==> src/rtl/mem_port_arbiter_pkg.sv <==
// Shared constants and state encoding for the four-way memory port arbiter.
package mem_port_arbiter_pkg;

    localparam int unsigned NUM_REQ           = 4;
    localparam int unsigned SEL_W             = 2;
    localparam int unsigned DEFAULT_MAX_BURST = 8;

    typedef enum logic {
        StIdle = 1'b0,
        StOwn  = 1'b1
    } arb_state_e;

endpackage

==> src/rtl/mem_port_arbiter_rr_pick4.sv <==
// Combinational round-robin picker: first set request at or above ptr, wrapping mod 4.
module rr_pick4
    import mem_port_arbiter_pkg::*;
(
    input  logic [NUM_REQ-1:0] req,
    input  logic [SEL_W-1:0]   ptr,
    output logic [NUM_REQ-1:0] onehot,
    output logic [SEL_W-1:0]   idx,
    output logic               any
);

    logic [SEL_W-1:0] cand;

    always_comb begin
        onehot = '0;
        idx    = '0;
        any    = 1'b0;
        cand   = '0;
        for (int k = 0; k < NUM_REQ; k++) begin
            cand = ptr + SEL_W'(k);
            if (!any && req[cand]) begin
                any    = 1'b1;
                idx    = cand;
                onehot = NUM_REQ'(1) << cand;
            end
        end
    end

endmodule

==> src/rtl/mem_port_arbiter.sv <==
// Round-robin owner of the shared memory port: grants bursts, counts beats, releases fairly.
module mem_port_arbiter
    import mem_port_arbiter_pkg::*;
#(
    parameter int unsigned MAX_BURST = DEFAULT_MAX_BURST
) (
    input  logic               clk,
    input  logic               rstn,
    input  logic [NUM_REQ-1:0] req,
    input  logic [NUM_REQ-1:0] last,
    input  logic               bus_ready,
    output logic [SEL_W-1:0]   sel,
    output logic [NUM_REQ-1:0] gnt,
    output logic               bus_valid,
    output logic [NUM_REQ-1:0] beat_ack,
    output logic               busy
);

    localparam int unsigned    CNT_W   = $clog2(MAX_BURST) + 1;
    localparam logic [CNT_W-1:0] max_cnt = CNT_W'(MAX_BURST);

    arb_state_e         state_q, state_d;
    logic [NUM_REQ-1:0] gnt_q, gnt_d;
    logic [SEL_W-1:0]   sel_q, sel_d;
    logic [SEL_W-1:0]   ptr_q, ptr_d;
    logic [CNT_W-1:0]   cnt_q, cnt_d;

    logic               own, accept, owner_drop, release_own;
    logic [CNT_W-1:0]   cnt_inc;
    logic [SEL_W-1:0]   pick_ptr;
    logic [NUM_REQ-1:0] pick_req, pick_onehot;
    logic [SEL_W-1:0]   pick_idx;
    logic               pick_any;

    assign own         = (state_q == StOwn);
    assign bus_valid   = own & req[sel_q];
    assign accept      = bus_valid & bus_ready;
    assign cnt_inc     = cnt_q + CNT_W'(1);
    assign owner_drop  = own & ~req[sel_q];
    assign release_own = owner_drop | (accept & (last[sel_q] | (cnt_inc == max_cnt)));

    // On release the owner moves to lowest priority; a dropped owner is excluded entirely.
    assign pick_ptr = own ? sel_q + SEL_W'(1) : ptr_q;
    assign pick_req = owner_drop ? (req & ~gnt_q) : req;

    rr_pick4 u_pick (
        .req    (pick_req),
        .ptr    (pick_ptr),
        .onehot (pick_onehot),
        .idx    (pick_idx),
        .any    (pick_any)
    );

    always_comb begin
        state_d = state_q;
        gnt_d   = gnt_q;
        sel_d   = sel_q;
        ptr_d   = ptr_q;
        cnt_d   = cnt_q;
        unique case (state_q)
            StIdle: begin
                if (pick_any) begin
                    state_d = StOwn;
                    gnt_d   = pick_onehot;
                    sel_d   = pick_idx;
                    cnt_d   = '0;
                end
            end
            StOwn: begin
                if (release_own) begin
                    ptr_d = sel_q + SEL_W'(1);
                    cnt_d = '0;
                    if (pick_any) begin
                        gnt_d = pick_onehot;
                        sel_d = pick_idx;
                    end else begin
                        state_d = StIdle;
                        gnt_d   = '0;
                    end
                end else if (accept) begin
                    cnt_d = cnt_inc;
                end
            end
            default: state_d = StIdle;
        endcase
    end

    always_ff @(posedge clk or negedge rstn) begin
        if (!rstn) begin
            state_q <= StIdle;
            gnt_q   <= '0;
            sel_q   <= '0;
            ptr_q   <= '0;
            cnt_q   <= '0;
        end else begin
            state_q <= state_d;
            gnt_q   <= gnt_d;
            sel_q   <= sel_d;
            ptr_q   <= ptr_d;
            cnt_q   <= cnt_d;
        end
    end

    assign gnt      = gnt_q;
    assign sel      = sel_q;
    assign beat_ack = gnt_q & {NUM_REQ{accept}};
    assign busy     = own;

endmodule

==> config.mk <==
export PLATFORM = sky130hd
export DESIGN_NAME = mem_port_arbiter
export DESIGN_NICKNAME = d
export VERILOG_FILES = /design/src/rtl/mem_port_arbiter_pkg.sv /design/src/rtl/mem_port_arbiter_rr_pick4.sv /design/src/rtl/mem_port_arbiter.sv
export SDC_FILE = /design/constraint.sdc
export NUM_CORES = 1
export LEC_CHECK = 0
export CORE_MARGIN = 1
export CORE_UTILIZATION = 53
export DETAILED_ROUTE_END_ITERATION = 6
export PLACE_DENSITY = 0.79
export SKIP_CTS_REPAIR_TIMING = 1
export SLEW_MARGIN = 20
export SYNTH_ARGS = -nofsm -noshare
export SYNTH_HDL_FRONTEND = slang
export SYNTH_HIERARCHICAL = 1
export SYNTH_SLANG_ARGS = --single-unit
==> constraint.sdc <==
create_clock -name clk -period 3.9 [get_ports clk]
set_input_delay 0.78 -clock clk [delete_from_list [all_inputs] [get_ports clk]]
set_output_delay 0.78 -clock clk [all_outputs]
set_load 0.01 [all_outputs]
Word level (Yosys, flattened, before mapping)
Cells that the tools add are included.
{ "classes": {"addsub": 5, "magnitude_cmp": 5, "reduce_logical": 9, "mux": 40, "shifts": 4, "bitwise": 11, "n_eq_ne": 4} }
{ "op_table": {"columns": ["operator", "n"], "rows": [
  ["two-way mux 4 bit", 11],
  ["one-hot mux 4 bit (2 select lines)", 2],
  ["<< shifter 1 x 2 -> 4 bit (first input constant)", 4],
  ["< comparator 2 x 3 -> 1 bit (second input constant)", 5],
  ["two-way mux 2 bit", 7],
  ["binary-select mux 1 bit (select 2 bit)", 6],
  ["two-way mux 1 bit", 12],
  ["bitwise AND 4 bit", 2],
  ["AND reduction 2 bit", 3],
  ["adder 2 x 1 -> 2 bit (second input constant)", 2],
  ["adder 2 bit (second input constant)", 2],
  ["adder 4 x 1 -> 4 bit (second input constant)", 1],
  ["bitwise AND 1 bit", 4],
  ["== test 4 bit (second input constant)", 1],
  ["inverter 4 bit", 1],
  ["one-hot mux 2 bit (2 select lines)", 1],
  ["logical AND 1 bit", 3],
  ["zero test 1 bit", 3],
  ["inequality test 3 x 1 -> 1 bit (second input constant)", 1],
  ["inequality test 2 x 1 -> 1 bit (second input constant)", 1],
  ["inequality test 2 bit (second input constant)", 1],
  ["inverter 1 bit", 2],
  ["OR 1 bit", 2],
  ["one-hot mux 1 bit (2 select lines)", 1]
]} }
{ "word_totals": {"wordCells": 83, "out_inout_bits": 12, "ff_bits": 13, "in_bits": 11} }

Logic depth before layout (Yosys ltp)
{ "logic_depth": {"depth_word": 20, "depth_mapped": 12, "depth_no_buf": 10} }

Cells and area by module
Netlist, hierarchy kept.
{ "modules_own_cells": {"columns": ["mod", "seq_area_each_um2", "area_per_inst_um2", "cells_per_inst", "n_inst"], "rows": [
  ["mem_port_arbiter", 325.3, 834.6, 75, 1],
  ["rr_pick4", 0.0, 565.5, 73, 1]
]} }

Worst setup path before layout
Ideal clock, no wire load.
{ "synth_timing": {"kind": "register -> register", "start": "register sel_q[0], in the netlist sel[0]", "end": "register gnt_q[0], in the netlist gnt[0]", "n_path_buf": 3, "t_required_ns": 3.778, "path_slack_ns": 0.803, "setup_ns": 0.122, "stages_incl_launch_ff": 13, "arrival_time_ns": 2.975, "period_less_slack_ns": 3.097, "path_cell_list": "dfrtp_1 buf_6 and2b_1 o21bai_1 buf_4 inv_2 ha_1 buf_6 mux2_4 and3_1 a2111oi_1 o2bb2ai_1 a32o_1"} }
{ "synth_between": {"word_cells_on_any_way": 50, "classes_between": "add/sub (4); eq/ne (2); shift (4); mux (26); bitwise (7); reduce/logical (7)"} }
{ "synth_lines": {"columns": ["item", "line_no", "source"], "rows": [
  ["start: declaration", "mem_port_arbiter.sv:24", "logic [SEL_W-1:0] sel_q, sel_d;"],
  ["start signal: assignment", "mem_port_arbiter.sv:98", "sel_q <= sel_d;"],
  ["adder 2 x 1 -> 2 bit *", "mem_port_arbiter.sv:43", "assign pick_ptr = own ? sel_q + SEL_W'(1) : ptr_q;"],
  ["two-way mux 2 bit *", "mem_port_arbiter.sv:43", null],
  ["net pick_ptr[0]", "mem_port_arbiter.sv:30", "logic [SEL_W-1:0] pick_ptr;"],
  ["branches (longest 11 deep; another with adder 2 x 1 -> 2 bit)", null, null],
  ["two-way mux 4 bit *", "mem_port_arbiter_rr_pick4.sv:21", "if (!any && req[cand]) begin"],
  ["net pick_onehot[0]", "mem_port_arbiter.sv:31", "logic [NUM_REQ-1:0] pick_req, pick_onehot;"],
  ["two-way mux 4 bit", "mem_port_arbiter.sv:73", "if (pick_any) begin"],
  ["two-way mux 4 bit", "mem_port_arbiter.sv:70", "if (release_own) begin"],
  ["one-hot mux 4 bit (2 select lines) *", "mem_port_arbiter.sv:60", "unique case (state_q)"],
  ["end signal: assignment", "mem_port_arbiter.sv:97", "gnt_q <= gnt_d;"],
  ["end: declaration", "mem_port_arbiter.sv:23", "logic [NUM_REQ-1:0] gnt_q, gnt_d;"]
]} }
Mark *: on every way through the listed nets, which the timed path passes. The select of a mux whose other input is x is not followed.
A chain may end at the register's enable or synchronous reset.

Worst setup path after layout
{ "layout_timing": {"start": "input port req[1]", "end": "register gnt_q[3], in the netlist gnt[3]"} }
{ "layout_between": {"elab_chain_cells": 20, "word_cells_on_any_way": 39, "classes_between": "eq/ne (2); mux (23); bitwise (7); reduce/logical (7)"} }
{ "layout_lines": {"columns": ["item", "line_no", "source"], "rows": [
  ["start: declaration", "mem_port_arbiter.sv:9", "input logic [NUM_REQ-1:0] req,"],
  ["binary-select mux 1 bit (select 2 bit)", "mem_port_arbiter.sv:39", "assign owner_drop = own & ~req[sel_q];"],
  ["two-way mux 1 bit (not written as such)", "mem_port_arbiter.sv:39", null],
  ["inverter 1 bit", "mem_port_arbiter.sv:39", null],
  ["bitwise AND 1 bit", "mem_port_arbiter.sv:39", null],
  ["two-way mux 4 bit *", "mem_port_arbiter.sv:44", "assign pick_req = owner_drop ? (req & ~gnt_q) : req;"],
  ["net pick_req[1]", "mem_port_arbiter.sv:31", null],
  ["binary-select mux 1 bit (select 2 bit)", "mem_port_arbiter_rr_pick4.sv:21", null],
  ["two-way mux 1 bit (not written as such)", "mem_port_arbiter_rr_pick4.sv:21", null],
  ["[... 6 more ...]", null, null],
  ["two-way mux 1 bit", "mem_port_arbiter_rr_pick4.sv:21", null],
  ["zero test 1 bit", "mem_port_arbiter_rr_pick4.sv:21", null],
  ["logical AND 1 bit", "mem_port_arbiter_rr_pick4.sv:21", null],
  ["two-way mux 4 bit *", "mem_port_arbiter_rr_pick4.sv:21", null],
  ["net pick_onehot[3]", "mem_port_arbiter.sv:31", null],
  ["two-way mux 4 bit", "mem_port_arbiter.sv:73", null],
  ["two-way mux 4 bit", "mem_port_arbiter.sv:70", null],
  ["one-hot mux 4 bit (2 select lines) *", "mem_port_arbiter.sv:60", null]
]} }
Mark *: on every way through the listed nets, which the timed path passes. The rest lies on a longest branch. The select of a mux whose other input is x is not followed.

==> impl_metrics.py <==
metrics = {
    "sta": {
        "fin_tns_setup_ns": 0,
        "rsz0062_at_grt": "false",
        "worstMarginPinSlew_ns": 0.8749,
        "drv_slew": 0,
        "finalHoldViolCount": 0,
        "layout_min_cycle_time_ns": 3.669,
        "layout_setup_ws_ns": 0.2308,
        "max_freq_mhz": 272.5,
        "skew_ns": 0.001242,
        "setup_viol": 0,
        "fin_crit_sh": 0.9408,
        "slew-limit-headroom": 0.4115,
    },
    "clock_network": {
        "clk-insertion-delay-late_ns": 0.28,
        "cts_tree": "built",
        "clock-sinks": 13,
        "clockRootBuffer": "clkbuf_4",
        "cts_inserted_buffers": 3,
        "cts.path.max_buffers": 2,
        "clkSlewWorstSetupHoldPaths_ns": 0.08,
        "htreeDepth": 1,
    },
    "critical_path": {
        "cp-start-kind": "primary input",
        "cp_slowest_cell": "a21boi_0",
        "cp.arrival_ns": 3.84,
        "path_cells": "clkdlybuf4s50_1 > mux2i_1 > nand2_1 > o21ai_0 > and2_1 > a21boi_0 > mux2_4 > mux2i_2 > a2111oi_1 > o2bb2ai_1 > a32o_1",
        "required_ns": 4.07,
        "rrSetupSlack_ns": 0.61,
        "rr_endpoint": "gnt[3]",
        "worst-setup-path-type": "primary input to flip-flop",
        "ff2ff_path_depth": 9,
        "cp_max_fo": 8,
        "max_stage_delay_ns": 0.71,
        "cp-end-kind": "flip-flop",
        "r2r_start": "sel[1]",
    },
    "run_status": {
        "status": "finished clean",
    },
    "worst_hold_path": {
        "hp-class": "flip-flop to flip-flop",
        "min_from": "ptr_q[1]",
        "min_to": "ptr_q[1]",
        "min_path_cells": 1,
    },
    "floorplanning": {
        "dieArea_mm2": 0.002851,
        "die_x_um": 53.40,
        "start_util": 0.5652,
        "core_area_mm2": 0.002477,
        "boundaryPins": 23,
        "die_y_um": 53.40,
        "num_rows": 18,
    },
    "global_route": {
        "grt_pass1_vias": 1178,
        "gr-total-overflow": 0,
        "global_route.usage.total": 0.2784,
        "antenna_found_initial": 0,
        "grt_start_max_net_pins": 16,
        "grt_pass1_wl_mm": 5.706,
    },
    "job": {
        "max_cap_viol_count": 0,
    },
    "placed_design": {
        "gp_congestion": 0.8537,
        "pre_cts_ws_ns": 0.01776,
        "numPortBuffers": 22,
        "placed_area_mm2": 0.001638,
        "dpl.hpwl_mm": 2.763,
    },
    "yosys": {
        "synth_cell_types": 48,
        "ys_ff_latch": 13,
        "syn_nets": 164,
        "synth_warnings": 6,
        "synthCells": 148,
        "avgSynthCellArea_um2": 9.460,
        "ys_seq_area_frac": 0.2324,
        "synth_area_mm2": 0.001400,
    },
    "routing": {
        "post_drt_wl_per_cell_um": 17.81,
        "drc": 0,
        "drt-vias-per-instance": 6.412,
        "ant_nets": 0,
        "routed-via-count": 1308,
        "drt-total-wl_mm": 3.634,
        "initialDrtViolationCount": 33,
        "drt_pre_antenna_iters": 4,
    },
    "final_layout": {
        "insertedDiodeCount": 0,
        "drive_gt1_frac": 0.2184,
        "final_area_mm2": 0.001673,
        "area_growth_pct": 19.48,
        "final_net_count": 191,
    },
    "pwr": {
        "power_density_mw_per_mm2": 1065,
        "peakVddDrop_mv": 0.7723,
        "p_leak_nw": 0.7215,
    },
}
## synthesized netlist by cell type, drive strengths merged
cell type,count,share of area
a2111oi,4,0.032
a21boi,6,0.032
a21o,4,0.028
a21oi,2,0.0071
a32o,4,0.029
and2,1,0.0045
and2b,1,0.0054
and3,12,0.058
and3b,2,0.013
buf,6,0.041
dfrtp,13,0.23
ha,5,0.045
inv,4,0.011
mux2,9,0.080
mux2i,10,0.082
nand2,14,0.038
nand2b,7,0.031
nand3,3,0.020
nand4,1,0.0045
nor2,7,0.019
nor3,2,0.0071
nor3b,2,0.011
nor4,1,0.0045
nor4b,1,0.011
o2111ai,1,0.0063
o211ai,1,0.0054
o21ai,8,0.031
o21bai,2,0.011
o221a,1,0.0080
o22a,1,0.0071
o22ai,4,0.018
o2bb2ai,6,0.051
o311ai,1,0.0063
or4,1,0.0054
xor2,1,0.0063
## where the power goes
group          internal [W]  total (W)  switching (W)
Clock             0.0000381  0.0000861      0.0000480
Combinational      0.000674    0.00143       0.000755
Sequential         0.000194   0.000267      0.0000732
Total              0.000906    0.00178       0.000876
## placed cells by master (no fill, tap or decap), types with 6 or more instances in the layout
cell,count
mux2_2,6
and3_1,7
nand2b_1,7
dfrtp_1,13
nor2_1,7
mux2i_1,6
clkdlybuf4s50_1,22
a21boi_0,6
nand2_1,14
buf_4,6
## cell families (layout without fill, tap and decap cells)
family                   Yosys count  count (layout)  synth area share
AND/OR/NAND/NOR                   55              55            0.2306
adder cells (fa/ha/maj)            5               5           0.04468
buffers and inverters             10              36           0.05183
XOR/XNOR                           1               1          0.006257
multiplexers                      19              19            0.1626
flip-flops                        13              13            0.2323
AO/OA/AOI/OAI                     45              45            0.2717
## state kept, by name, summed over array words and instances, names as in the netlist
register	count
gnt	4
cnt_q	4
sel	2
ptr_q	2
busy	1
## critical path: cells and delay by family
family | cells | cell delay [ns]
buf+inv | 1 | 0.49
mux | 3 | 0.59
compound gates | 5 | 1.64
simple gates | 2 | 0.32
## area by class of cell
type,count,area [um2]
well taps,30,37.54
clock inverters,1,5.005
multi-input cells,125,1002
inverters,4,15.01
repair buffers,28,265.3
flip-flops and latches,13,325.3
clock buffers,3,22.52
fillers,209,804.5
## how the worst max path moves through the flow
stage / from / to / slack [ns] / depth (start not counted)
after floorplan: sel[0] / gnt[0] / 0.80 / 12
after global placement: req[0] / gnt[0] / 0.08 / 10
after detailed placement: req[3] / gnt[3] / 0.02 / 11
after CTS: req[3] / gnt[3] / 0.27 / 11
after global routing: req[3] / gnt[1] / 0.004 / 11
final: req[1] / gnt[3] / 0.23 / 11
## per-stage QoR
step | std cells | total power (W) | util | hold WS [ns]
2_1_floorplan | 148 | 0.001364 | - | 0.4753
3_3_place_gp | 199 | 0.001620 | 0.6611 | 0.4888
3_5_place_dp | 199 | 0.001662 | 0.6611 | 0.4975
4_1_cts | 203 | 0.001762 | 0.6722 | 0.5172
5_1_grt | 204 | 0.001911 | 0.6753 | 0.5607
6_report | 204 | 0.001782 | 0.6753 | 0.5188
## layer usage
layer / vias to the layer above / share of wire / GRT usage / wire, um
met4: 0 / 0.013 / 0.1096 / 49
met1: 622 / 0.43 / 0.3385 / 1558
met2: 52 / 0.50 / 0.4896 / 1823
li1: 628 / - / - / -
met3: 6 / 0.056 / 0.03161 / 203
met5: - / 0 / 0 / 0
Power figures use the tool's default switching activity.
